File: config.mk
export PLATFORM = sky130hd
export DESIGN_NAME = iob_axistream_out_arb
export DESIGN_NICKNAME = d
export VERILOG_FILES = /design/src/rtl/iob_axistream_out_arb.sv
export SDC_FILE = /design/constraint.sdc
export NUM_CORES = 1
export LEC_CHECK = 0
export BUFFER_PORTS_ARGS = -buffer_cell sky130_fd_sc_hd__clkbuf_2
export CAP_MARGIN = 20
export CORE_ASPECT_RATIO = 1.25
export CORE_MARGIN = 5
export CORE_UTILIZATION = 40
export CTS_CLUSTER_DIAMETER = 30
export DETAILED_ROUTE_END_ITERATION = 8
export PLACE_DENSITY = 0.79
export SETUP_SLACK_MARGIN = 0.02
export SYNTH_ARGS = -nofsm -noshare
export SYNTH_HDL_FRONTEND = slang
export SYNTH_SLANG_ARGS = --single-unit
File: constraint.sdc
create_clock -name clk -period 2.55 [get_ports clk]
set_input_delay 0.255 -clock clk [delete_from_list [all_inputs] [get_ports clk]]
set_output_delay 0.255 -clock clk [all_outputs]
set_load 0.01 [all_outputs]
File: src/rtl/iob_axistream_out_arb.sv
// iob_axistream_out_arb
// Packet-granular round-robin arbiter that merges N_IN AXI-Stream sources
// into one registered output stream. A grant is held from a packet's first
// beat to its tlast beat, so packets from different sources never interleave.
//
// Ports:
//   clk, rst        clock, synchronous active-high reset
//   in_tdata        N_IN*DATA_W source data, source i at [i*DATA_W +: DATA_W]
//   in_tvalid       per-source valid
//   in_tlast        per-source end-of-packet
//   in_tready       per-source ready (one-hot or zero)
//   out_tdata       merged data (registered)
//   out_tvalid      merged valid (registered)
//   out_tlast       merged end-of-packet (registered)
//   out_tready      sink ready
//   grant           one-hot current owner, zero when idle
//   busy            high while a packet is in progress
module iob_axistream_out_arb #(
  parameter int N_IN   = 2,
  parameter int DATA_W = 8
) (
  input  logic                   clk,
  input  logic                   rst,
  input  logic [N_IN*DATA_W-1:0] in_tdata,
  input  logic [N_IN-1:0]        in_tvalid,
  input  logic [N_IN-1:0]        in_tlast,
  output logic [N_IN-1:0]        in_tready,
  output logic [DATA_W-1:0]      out_tdata,
  output logic                   out_tvalid,
  output logic                   out_tlast,
  input  logic                   out_tready,
  output logic [N_IN-1:0]        grant,
  output logic                   busy
);

  localparam int IW = (N_IN > 1) ? $clog2(N_IN) : 1;

  typedef enum logic [0:0] {
    IDLE = 1'b0,
    PKT  = 1'b1
  } state_t;

  state_t            state_r, state_s;
  logic [N_IN-1:0]   grant_r, grant_s;
  logic [IW-1:0]     last_r, last_s;
  logic [DATA_W-1:0] out_tdata_r;
  logic              out_tvalid_r;
  logic              out_tlast_r;

  logic              found_s;
  logic [IW-1:0]     win_s;
  logic              out_free_s;
  logic              accept_s;
  logic [DATA_W-1:0] own_tdata_s;
  logic              own_tlast_s;

  assign busy       = (state_r == PKT);
  assign grant      = grant_r;
  assign out_tdata  = out_tdata_r;
  assign out_tvalid = out_tvalid_r;
  assign out_tlast  = out_tlast_r;

  // Output register can take a beat when empty or being drained this cycle.
  // Ready never looks at in_tvalid, so no valid->ready loop exists.
  assign out_free_s = ~out_tvalid_r | out_tready;
  assign in_tready  = grant_r & {N_IN{busy & out_free_s}};
  assign accept_s   = |(in_tvalid & in_tready);
  assign own_tlast_s = |(in_tlast & grant_r);

  // AND-OR mux of the owner's data; grant_r is one-hot so at most one term is live
  always_comb begin
    own_tdata_s = {DATA_W{1'b0}};
    for (int i = 0; i < N_IN; i++) begin
      own_tdata_s = own_tdata_s | (in_tdata[i*DATA_W +: DATA_W] & {DATA_W{grant_r[i]}});
    end
  end

  // Round-robin pick: first requester above last_r, otherwise wrap to the
  // first requester at or below it (last_r itself has lowest priority)
  always_comb begin
    found_s = 1'b0;
    win_s   = last_r;
    for (int i = 0; i < N_IN; i++) begin
      if (!found_s && in_tvalid[i] && (IW'(i) > last_r)) begin
        found_s = 1'b1;
        win_s   = IW'(i);
      end else begin
        win_s = win_s;
      end
    end
    for (int i = 0; i < N_IN; i++) begin
      if (!found_s && in_tvalid[i] && (IW'(i) <= last_r)) begin
        found_s = 1'b1;
        win_s   = IW'(i);
      end else begin
        win_s = win_s;
      end
    end
  end

  // FSM next-state, grant and round-robin pointer
  always_comb begin
    state_s = state_r;
    grant_s = grant_r;
    last_s  = last_r;
    case (state_r)
      IDLE: begin
        if (found_s) begin
          state_s = PKT;
          grant_s = N_IN'(1'b1) << win_s;
          last_s  = win_s;
        end else begin
          state_s = IDLE;
        end
      end
      PKT: begin
        // Grant drops on the tlast acceptance edge, forcing one idle cycle
        if (accept_s && own_tlast_s) begin
          state_s = IDLE;
          grant_s = {N_IN{1'b0}};
        end else begin
          state_s = PKT;
        end
      end
      default: begin
        state_s = IDLE;
        grant_s = {N_IN{1'b0}};
      end
    endcase
  end

  // FSM state, grant and pointer registers
  always_ff @(posedge clk) begin
    if (rst) begin
      state_r <= IDLE;
      grant_r <= {N_IN{1'b0}};
      last_r  <= IW'(N_IN - 1);
    end else begin
      state_r <= state_s;
      grant_r <= grant_s;
      last_r  <= last_s;
    end
  end

  // Output skid-free register: load on acceptance, clear valid on drain
  always_ff @(posedge clk) begin
    if (rst) begin
      out_tdata_r  <= {DATA_W{1'b0}};
      out_tvalid_r <= 1'b0;
      out_tlast_r  <= 1'b0;
    end else if (accept_s) begin
      out_tdata_r  <= own_tdata_s;
      out_tvalid_r <= 1'b1;
      out_tlast_r  <= own_tlast_s;
    end else if (out_tvalid_r && out_tready) begin
      out_tvalid_r <= 1'b0;
    end else begin
      out_tvalid_r <= out_tvalid_r;
    end
  end

endmodule

==> metrics.txt, run 1 <==
cell-by-cell listing of the critical path inv_1 > nor4_1 > nor4_1; number of buffers on the longest clock path 2; # Post-CTS Setup Buffers 0; die area 2530 um^2; number of buffers created by CTS 3; Slew HR 64.8%; Port Buf Inserts 37; vertical extent of the die 55.0 um; post-synth net total 92; drc violations 0; master cell of the clock root buffer sky130_fd_sc_hd__clkbuf_4; transition time at the pin with the least slew margin 523 ps; vias per cell 5.75; type of the worst setup path reg -> reg; Storage cell area 280 um^2; Fin Hold WS 314 ps; post-cts sizing count 0; Avg Synthesized Cell Area 9.39 um^2; number of enable flip-flop cells after synthesis 0; share of synthesized area occupied by flip-flops and latches 43.2%; first-pass GRT wire length 2.67 mm; Power Dens Cells 567 nW/um^2; half-perimeter wire length of the detailed placement result 1.35 mm; global-route track usage on met3 3.24%; # nets final 128; Mapped Cells 69; Multi-input gate area 330 um^2; number of global-route vias before repair 635; Post-Route Skew 4.19 ps; Placer Congestion 0.788; buffering stage count on the worst path with inverters included 1; total setup violations reported at the end of the flow 0; leakage dissipation 0.370 nW; maximum level of the CTS H-tree 1; TritonCTS clock tree yes; Std-Cell Core Area 1560 um^2; kind of launch point of the worst setup path register; DR iter-0 viols 15; wire length reported by the detailed router 1.77 mm; Finished Cell Area 866 um^2; clock transition at the registers of the reported paths 90 ps; num ports 38; result of the run complete, no violations; clock sink total 14; worst-path fanout max 16; via total after detailed routing 701; post-route antenna net violation count 0; area after detailed placement 830 um^2; kind of cell adding the most delay to the critical path simple AND/OR/NAND/NOR gates; detailed-router iteration count before antenna repair 4; Die Width 46.0 um; # fillers 137; number of placement rows 16; fmax 603 MHz; wire length per cell 14.5 um; crit-path max cell delay 640 ps; RSZ-0062 raised after global routing false; most frequent cells in the layout sky130_fd_sc_hd__clkbuf_2 (37), sky130_fd_sc_hd__dfxtp_1 (14), sky130_fd_sc_hd__a211oi_1 (10); count of antenna diodes in the layout 0; antenna violations before repair 0; Max-Cap Viols 0; Worst Path Arrival 1810 ps; final core utilization 55.4%; Netlist cell types 20; pin count of the biggest net entering global routing 17; initial core utilization 41.5%; class of the worst hold path in -> reg; final critical path time including I/O delays and setup 1660 ps; most used cell, CP sky130_fd_sc_hd__nor4_1; worst-skew pair later-pin latency 280 ps; ratio of cells with drive above 1 in the final layout 41.3%; warning count from the yosys run 0; GR Layer Usage met2 25.2%; overall power 0.491 mW; Tot GR Track Use 14.5%; grt peak-use layer met2; Overflow after GRT 0; quantity of hold-fixing buffers added after cts 0; total of flip-flops plus latches after synthesis 14; largest area contributor in the netlist sky130_fd_sc_hd__dfxtp_1; cell types with the largest area share after synthesis sky130_fd_sc_hd__dfxtp_1 (43%), sky130_fd_sc_hd__a211oi_1 (12%), sky130_fd_sc_hd__a22oi_1 (10%), sky130_fd_sc_hd__a31oi_1 (8.7%), sky130_fd_sc_hd__clkbuf_1 (2.9%); part of the cycle the worst path needs 65.1%; count of endpoints failing hold in the final timing report 0; post-synthesis to final-layout area growth 33.6%; most common cell after layout, fill and taps aside sky130_fd_sc_hd__clkbuf_2; final sum of negative setup slack 0 ps; data required time of the critical path 2700 ps; Worst setup EP type register; global routing usage on met1 16.4%; fin. max-slew vios 0; share of the synthesized area in the top cell type 43.2%; most instantiated flip-flop cell in the synthesis netlist sky130_fd_sc_hd__dfxtp_1; Slowest-stage cell, CP sky130_fd_sc_hd__dfxtp_1; summed instance area of the synthesized netlist 648 um^2; async set or reset register ratio after synthesis 0%; Max VDD drop 0.261 mV
==> power by group <==
group          switching, mW  total [mW]  internal [mW]
Clock                 0.0731       0.160         0.0868
Combinational         0.0417      0.0820         0.0403
Sequential            0.0182       0.249          0.231
Total                  0.133       0.491          0.358
==> per-stage QoR <==
stage                     std cells  worst slack (ps)
after floorplan                  69              1350
after global placement          118              1030
after detailed placement        118               978
after CTS                       122               951
after global routing            122               831
final                           122               890
==> sequential cells by signal, summed over array words and instances (netlist names) <==
register    count
out_tvalid      1
grant           2
last_r          1
out_tlast       1
busy            1
out_tdata       8
==> path summary, 6_finish.rpt <==
| kind | startpoint | end | slack [ps] | depth (start not counted) |
|---|---|---|---|---|
| worst max register to register | busy | grant[0] | 890 | 3 |
| worst max-delay path | busy | grant[0] | 890 | 3 |
| worst min register to register | last_r | last_r | 490 | 1 |
| worst min-delay path | in_tdata[8] | out_tdata[0] | 310 | 3 |
==> worst reg2reg max path, delay by kind of cell (launching register included) <==
family	cells	cell delay [ps]
buf+inv	1	230
simple gates	2	660
flops	1	640
==> kinds of logic after synthesis <==
logic type      synth area share, %
simple gates                   9.85
buf+inv                        5.79
compound gates                 41.1
flops                          43.2
==> synth_stat cells (2+ instances only) <==
master and instances:
sky130_fd_sc_hd__a22oi_1 9, sky130_fd_sc_hd__inv_1 3, sky130_fd_sc_hd__o211ai_1 2, sky130_fd_sc_hd__nand2b_1 2
sky130_fd_sc_hd__a31oi_1 9, sky130_fd_sc_hd__nor4_1 2, sky130_fd_sc_hd__a211oi_1 10, sky130_fd_sc_hd__dfxtp_1 14
sky130_fd_sc_hd__a21oi_1 2, sky130_fd_sc_hd__clkbuf_1 5, sky130_fd_sc_hd__and3_1 2
==> final cells by class <==
type / count / area share [%]
multi-input combinational: 46 / 38.2
sequential: 14 / 32.4
timing repair buffer: 37 / 21.4
clock buffer: 4 / 4.19
tap: 18 / 2.60
inverter: 3 / 1.30
==> per-layer routing <==
metal / part of all wire, % / vias to the layer above
li1: - / 350
met5: 0 / -
met4: 0.79 / 0
met3: 8.7 / 2
met2: 49 / 23
met1: 41 / 326
Power figures use the tool's default switching activity.
==> run 2, diff against run 1 <==
--- a/config.mk
+++ b/config.mk
@@ -5,14 +5,15 @@
 export SDC_FILE = /design/constraint.sdc
 export NUM_CORES = 1
 export LEC_CHECK = 0
+export ABC_AREA = 1
 export BUFFER_PORTS_ARGS = -buffer_cell sky130_fd_sc_hd__clkbuf_2
 export CAP_MARGIN = 20
 export CORE_ASPECT_RATIO = 1.25
 export CORE_MARGIN = 5
-export CORE_UTILIZATION = 40
+export CORE_UTILIZATION = 37
 export CTS_CLUSTER_DIAMETER = 30
 export DETAILED_ROUTE_END_ITERATION = 8
-export PLACE_DENSITY = 0.79
+export PLACE_DENSITY = 0.77
 export SETUP_SLACK_MARGIN = 0.02
 export SYNTH_ARGS = -nofsm -noshare
 export SYNTH_HDL_FRONTEND = slang
==> constraint.sdc (replaced) <==
create_clock -name clk -period 1.4 [get_ports clk]
set_input_delay 0.14 -clock clk [delete_from_list [all_inputs] [get_ports clk]]
set_output_delay 0.14 -clock clk [all_outputs]
set_load 0.01 [all_outputs]
==> run 2 against run 1 <==
Against the previous run:
- sequential share of layout area decreased by 0.64 points
- highest routed layer unchanged
- combinational power is 120% higher
- cell count increased by 18%
- sequential power is 76% higher
- setup slack got worse by 740 ps
- critical path depth rose by 1
- via count is 1.6% higher
- largest power group unchanged
- synthesized cell count up 25%
==> metrics.txt, run 2 <==
Max VDD drop 0.429 mV (+64%); pin count of the biggest net entering global routing 12 (-5); final critical path time including I/O delays and setup 1250 ps; Post-Route Skew 0.561 ps (-3.63 ps); Worst Path Arrival 1110 ps (-700 ps); number of buffers on the longest clock path 2 (unchanged); kind of launch point of the worst setup path register; share of the synthesized area in the top cell type 42.3% (-0.90 points); GR Layer Usage met2 22.5% (-2.7 points); mux share of post-synthesis cell area 0% (unchanged); maximum level of the CTS H-tree 1 (unchanged); master cell of the clock root buffer sky130_fd_sc_hd__clkbuf_4; endpoint of the worst register-to-register path out_tdata[4]; Synth Area in XOR/XNOR 0% (unchanged); most instantiated flip-flop cell in the synthesis netlist sky130_fd_sc_hd__dfxtp_1; initial core utilization 37.9% (-3.6 points); number of buffers created by CTS 3 (unchanged); area after detailed placement 861 um^2 (+3.8%); RSZ-0062 raised after global routing false; drc violations 0 (unchanged); list of most frequent post-synthesis cells sky130_fd_sc_hd__nor2_1 (19), sky130_fd_sc_hd__dfxtp_1 (14), sky130_fd_sc_hd__nand2_1 (11); cell types with the largest area share after synthesis sky130_fd_sc_hd__dfxtp_1 (42%), sky130_fd_sc_hd__a22o_1 (12%), sky130_fd_sc_hd__nor2_1 (11%), sky130_fd_sc_hd__nand2_1 (6.2%), sky130_fd_sc_hd__o21ai_1 (5.3%); Std-Cell Core Area 1740 um^2 (+12%); fin. max-slew vios 0 (unchanged); die area 2740 um^2 (+8.3%); Reg2Reg Launch Point busy; vias per cell 4.94 (-14%); clock sink total 14 (unchanged); warning count from the yosys run 0 (unchanged); async set or reset register ratio after synthesis 0% (unchanged); Avg Synthesized Cell Area 7.70 um^2 (-18%); # fillers 171 (+25%); combinational family with the most area after synthesis simple AND/OR/NAND/NOR gates; most numerous cell in the Yosys netlist sky130_fd_sc_hd__nor2_1; # Post-CTS Setup Buffers 0 (unchanged); Multi-input gate area 323 um^2 (-2.3%); data required time of the critical path 1260 ps (-1440 ps); wire length reported by the detailed router 1.75 mm (-1.3%); total setup violations reported at the end of the flow 0 (unchanged); adder and majority gate portion of the synthesized area 0% (unchanged); worst-path fanout max 11 (-5); reg-to-reg setup timing slack 170 ps (-720 ps); post-synthesis to final-layout area growth 33.5% (about the same); share of synthesized cell area in and, or, nand and nor gates 25.3% (+15 points); quantity of hold-fixing buffers added after cts 0 (unchanged); Placer Congestion 0.794 (+0.71%); Tot GR Track Use 13.4% (-1.1 points); Die Width 47.8 um (+4.0%); Worst setup EP type primary output; detailed-router iteration count before antenna repair 4 (unchanged); count of antenna diodes in the layout 0 (unchanged); Port Buf Inserts 37 (unchanged); largest area contributor in the netlist sky130_fd_sc_hd__dfxtp_1; FF-to-FF path depth 5 (+2); grt peak-use layer met2; TritonCTS clock tree yes; post-synth net total 109 (+18%); worst hold endpoint out_tlast; Mapped Cells 86 (+25%); number of global-route vias before repair 675 (+6.3%); antenna violations before repair 0 (unchanged); fmax 797 MHz; Storage cell area 280 um^2 (unchanged); startpoint of the most critical hold path rst; Netlist cell types 16 (-20%); post-route antenna net violation count 0 (unchanged); result of the run complete, no violations; via total after detailed routing 712 (+1.6%); summed instance area of the synthesized netlist 662 um^2 (+2.1%); Max-Cap Viols 0 (unchanged); Overflow after GRT 0 (unchanged); wire length per cell 12.2 um (-16%); # nets final 150 (+17%); global routing usage on met1 14.4% (-2.0 points); Cells on Worst Hold Path 2 (-1); post-cts sizing count 0 (unchanged); count of endpoints failing hold in the final timing report 0 (unchanged); Finished Cell Area 883 um^2 (+2.0%); type of the worst setup path reg -> out; leakage dissipation 0.484 nW (+31%); ratio of cells with drive above 1 in the final layout 40.8% (-0.55 points); total of flip-flops plus latches after synthesis 14 (unchanged); half-perimeter wire length of the detailed placement result 1.39 mm (+3.6%); Power Dens Cells 960 nW/um^2 (+69%); clock transition at the registers of the reported paths 80 ps (about the same); final sum of negative setup slack 0 ps (unchanged); class of the worst hold path in -> reg; Fin Hold WS 126 ps (-188 ps); number of enable flip-flop cells after synthesis 0 (unchanged); transition time at the pin with the least slew margin 250 ps (-273 ps); global-route track usage on met3 2.21% (-1.0 points); share of synthesized area occupied by flip-flops and latches 42.3% (-0.90 points); part of the cycle the worst path needs 89.6%; num ports 38 (unchanged); first-pass GRT wire length 2.68 mm (+0.26%); number of placement rows 17 (+1); max FFs per register 8 (unchanged); worst-skew pair later-pin latency 280 ps (about the same); most common cell after layout, fill and taps aside sky130_fd_sc_hd__clkbuf_2; Slew HR 83.3% (+18 points); most frequent cells in the layout sky130_fd_sc_hd__clkbuf_2 (37), sky130_fd_sc_hd__nor2_1 (19), sky130_fd_sc_hd__dfxtp_1 (14); DR iter-0 viols 5 (-10); synthesized-area fraction occupied by ao, oa, aoi and oai cells 23.4% (-18 points); vertical extent of the die 57.3 um (+4.1%)
-- run 2: cell count changes after synthesis, sizes merged, moves of 4 or more --
cell	previous run	this run
a211oi	10	0
a21oi	2	6
a22o	1	9
a22oi	10	0
a31oi	9	0
clkbuf	5	0
inv	3	8
nand2	0	16
nor2	1	19
o21ai	1	7
-- run 2: cells by family (layout without fill, tap and decap cells) --
group / after synthesis / in the layout
flops: 14 / 14
buf+inv: 12 / 51
simple gates: 38 / 38
compound gates: 22 / 22
-- run 2: worst max-delay path, cell delays in order, from the launching register on --
cell	delay, ps
sky130_fd_sc_hd__dfxtp_1	330
sky130_fd_sc_hd__buf_4	180
sky130_fd_sc_hd__inv_1	80
sky130_fd_sc_hd__nor2_1	110
sky130_fd_sc_hd__clkbuf_2	140
-- run 2: per-layer routing --
layer | share of wire (%) | vias up
li1 | - | 367
met4 | 2.4 | 0
met1 | 40 | 314
met5 | 0 | -
met3 | 8.7 | 4
met2 | 49 | 27
-- run 2: cell type report --
class,count,area share (%)
repair buffers,39,22.7
well taps,19,2.69
flip-flops and latches,14,31.7
inverters,9,3.82
clock buffers,3,2.55
multi-input cells,60,36.5
-- run 2: metrics by stage --
step | setup WS [ps] | instances | total power [mW] | util (%)
2_1_floorplan | 330 | 86 | 0.554 | -
3_3_place_gp | 244 | 141 | 0.625 | 49.4
3_5_place_dp | 175 | 141 | 0.632 | 49.4
4_1_cts | 133 | 144 | 0.854 | 50.6
5_1_grt | 26.2 | 144 | 0.886 | 50.6
6_report | 145 | 144 | 0.848 | 50.6
-- run 2: worst max-delay path by stage --
stage | startpoint | endpoint | slack [ps] | cells past startpoint
after floorplan | busy | busy | 330 | 6
after global placement | busy | out_tdata[0] | 240 | 5
after detailed placement | busy | out_tdata[4] | 170 | 5
after CTS | grant[0] | in_tready[0] | 130 | 4
after global routing | busy | out_tdata[1] | 30 | 5
final | grant[1] | in_tready[1] | 150 | 4
-- run 2: report_power, final --
part           switching, mW  total [mW]  leakage [nW]  internal, mW
logic                  0.100       0.184         0.356        0.0837
registers             0.0166       0.438         0.114         0.421
clock network          0.126       0.226        0.0138        0.0998
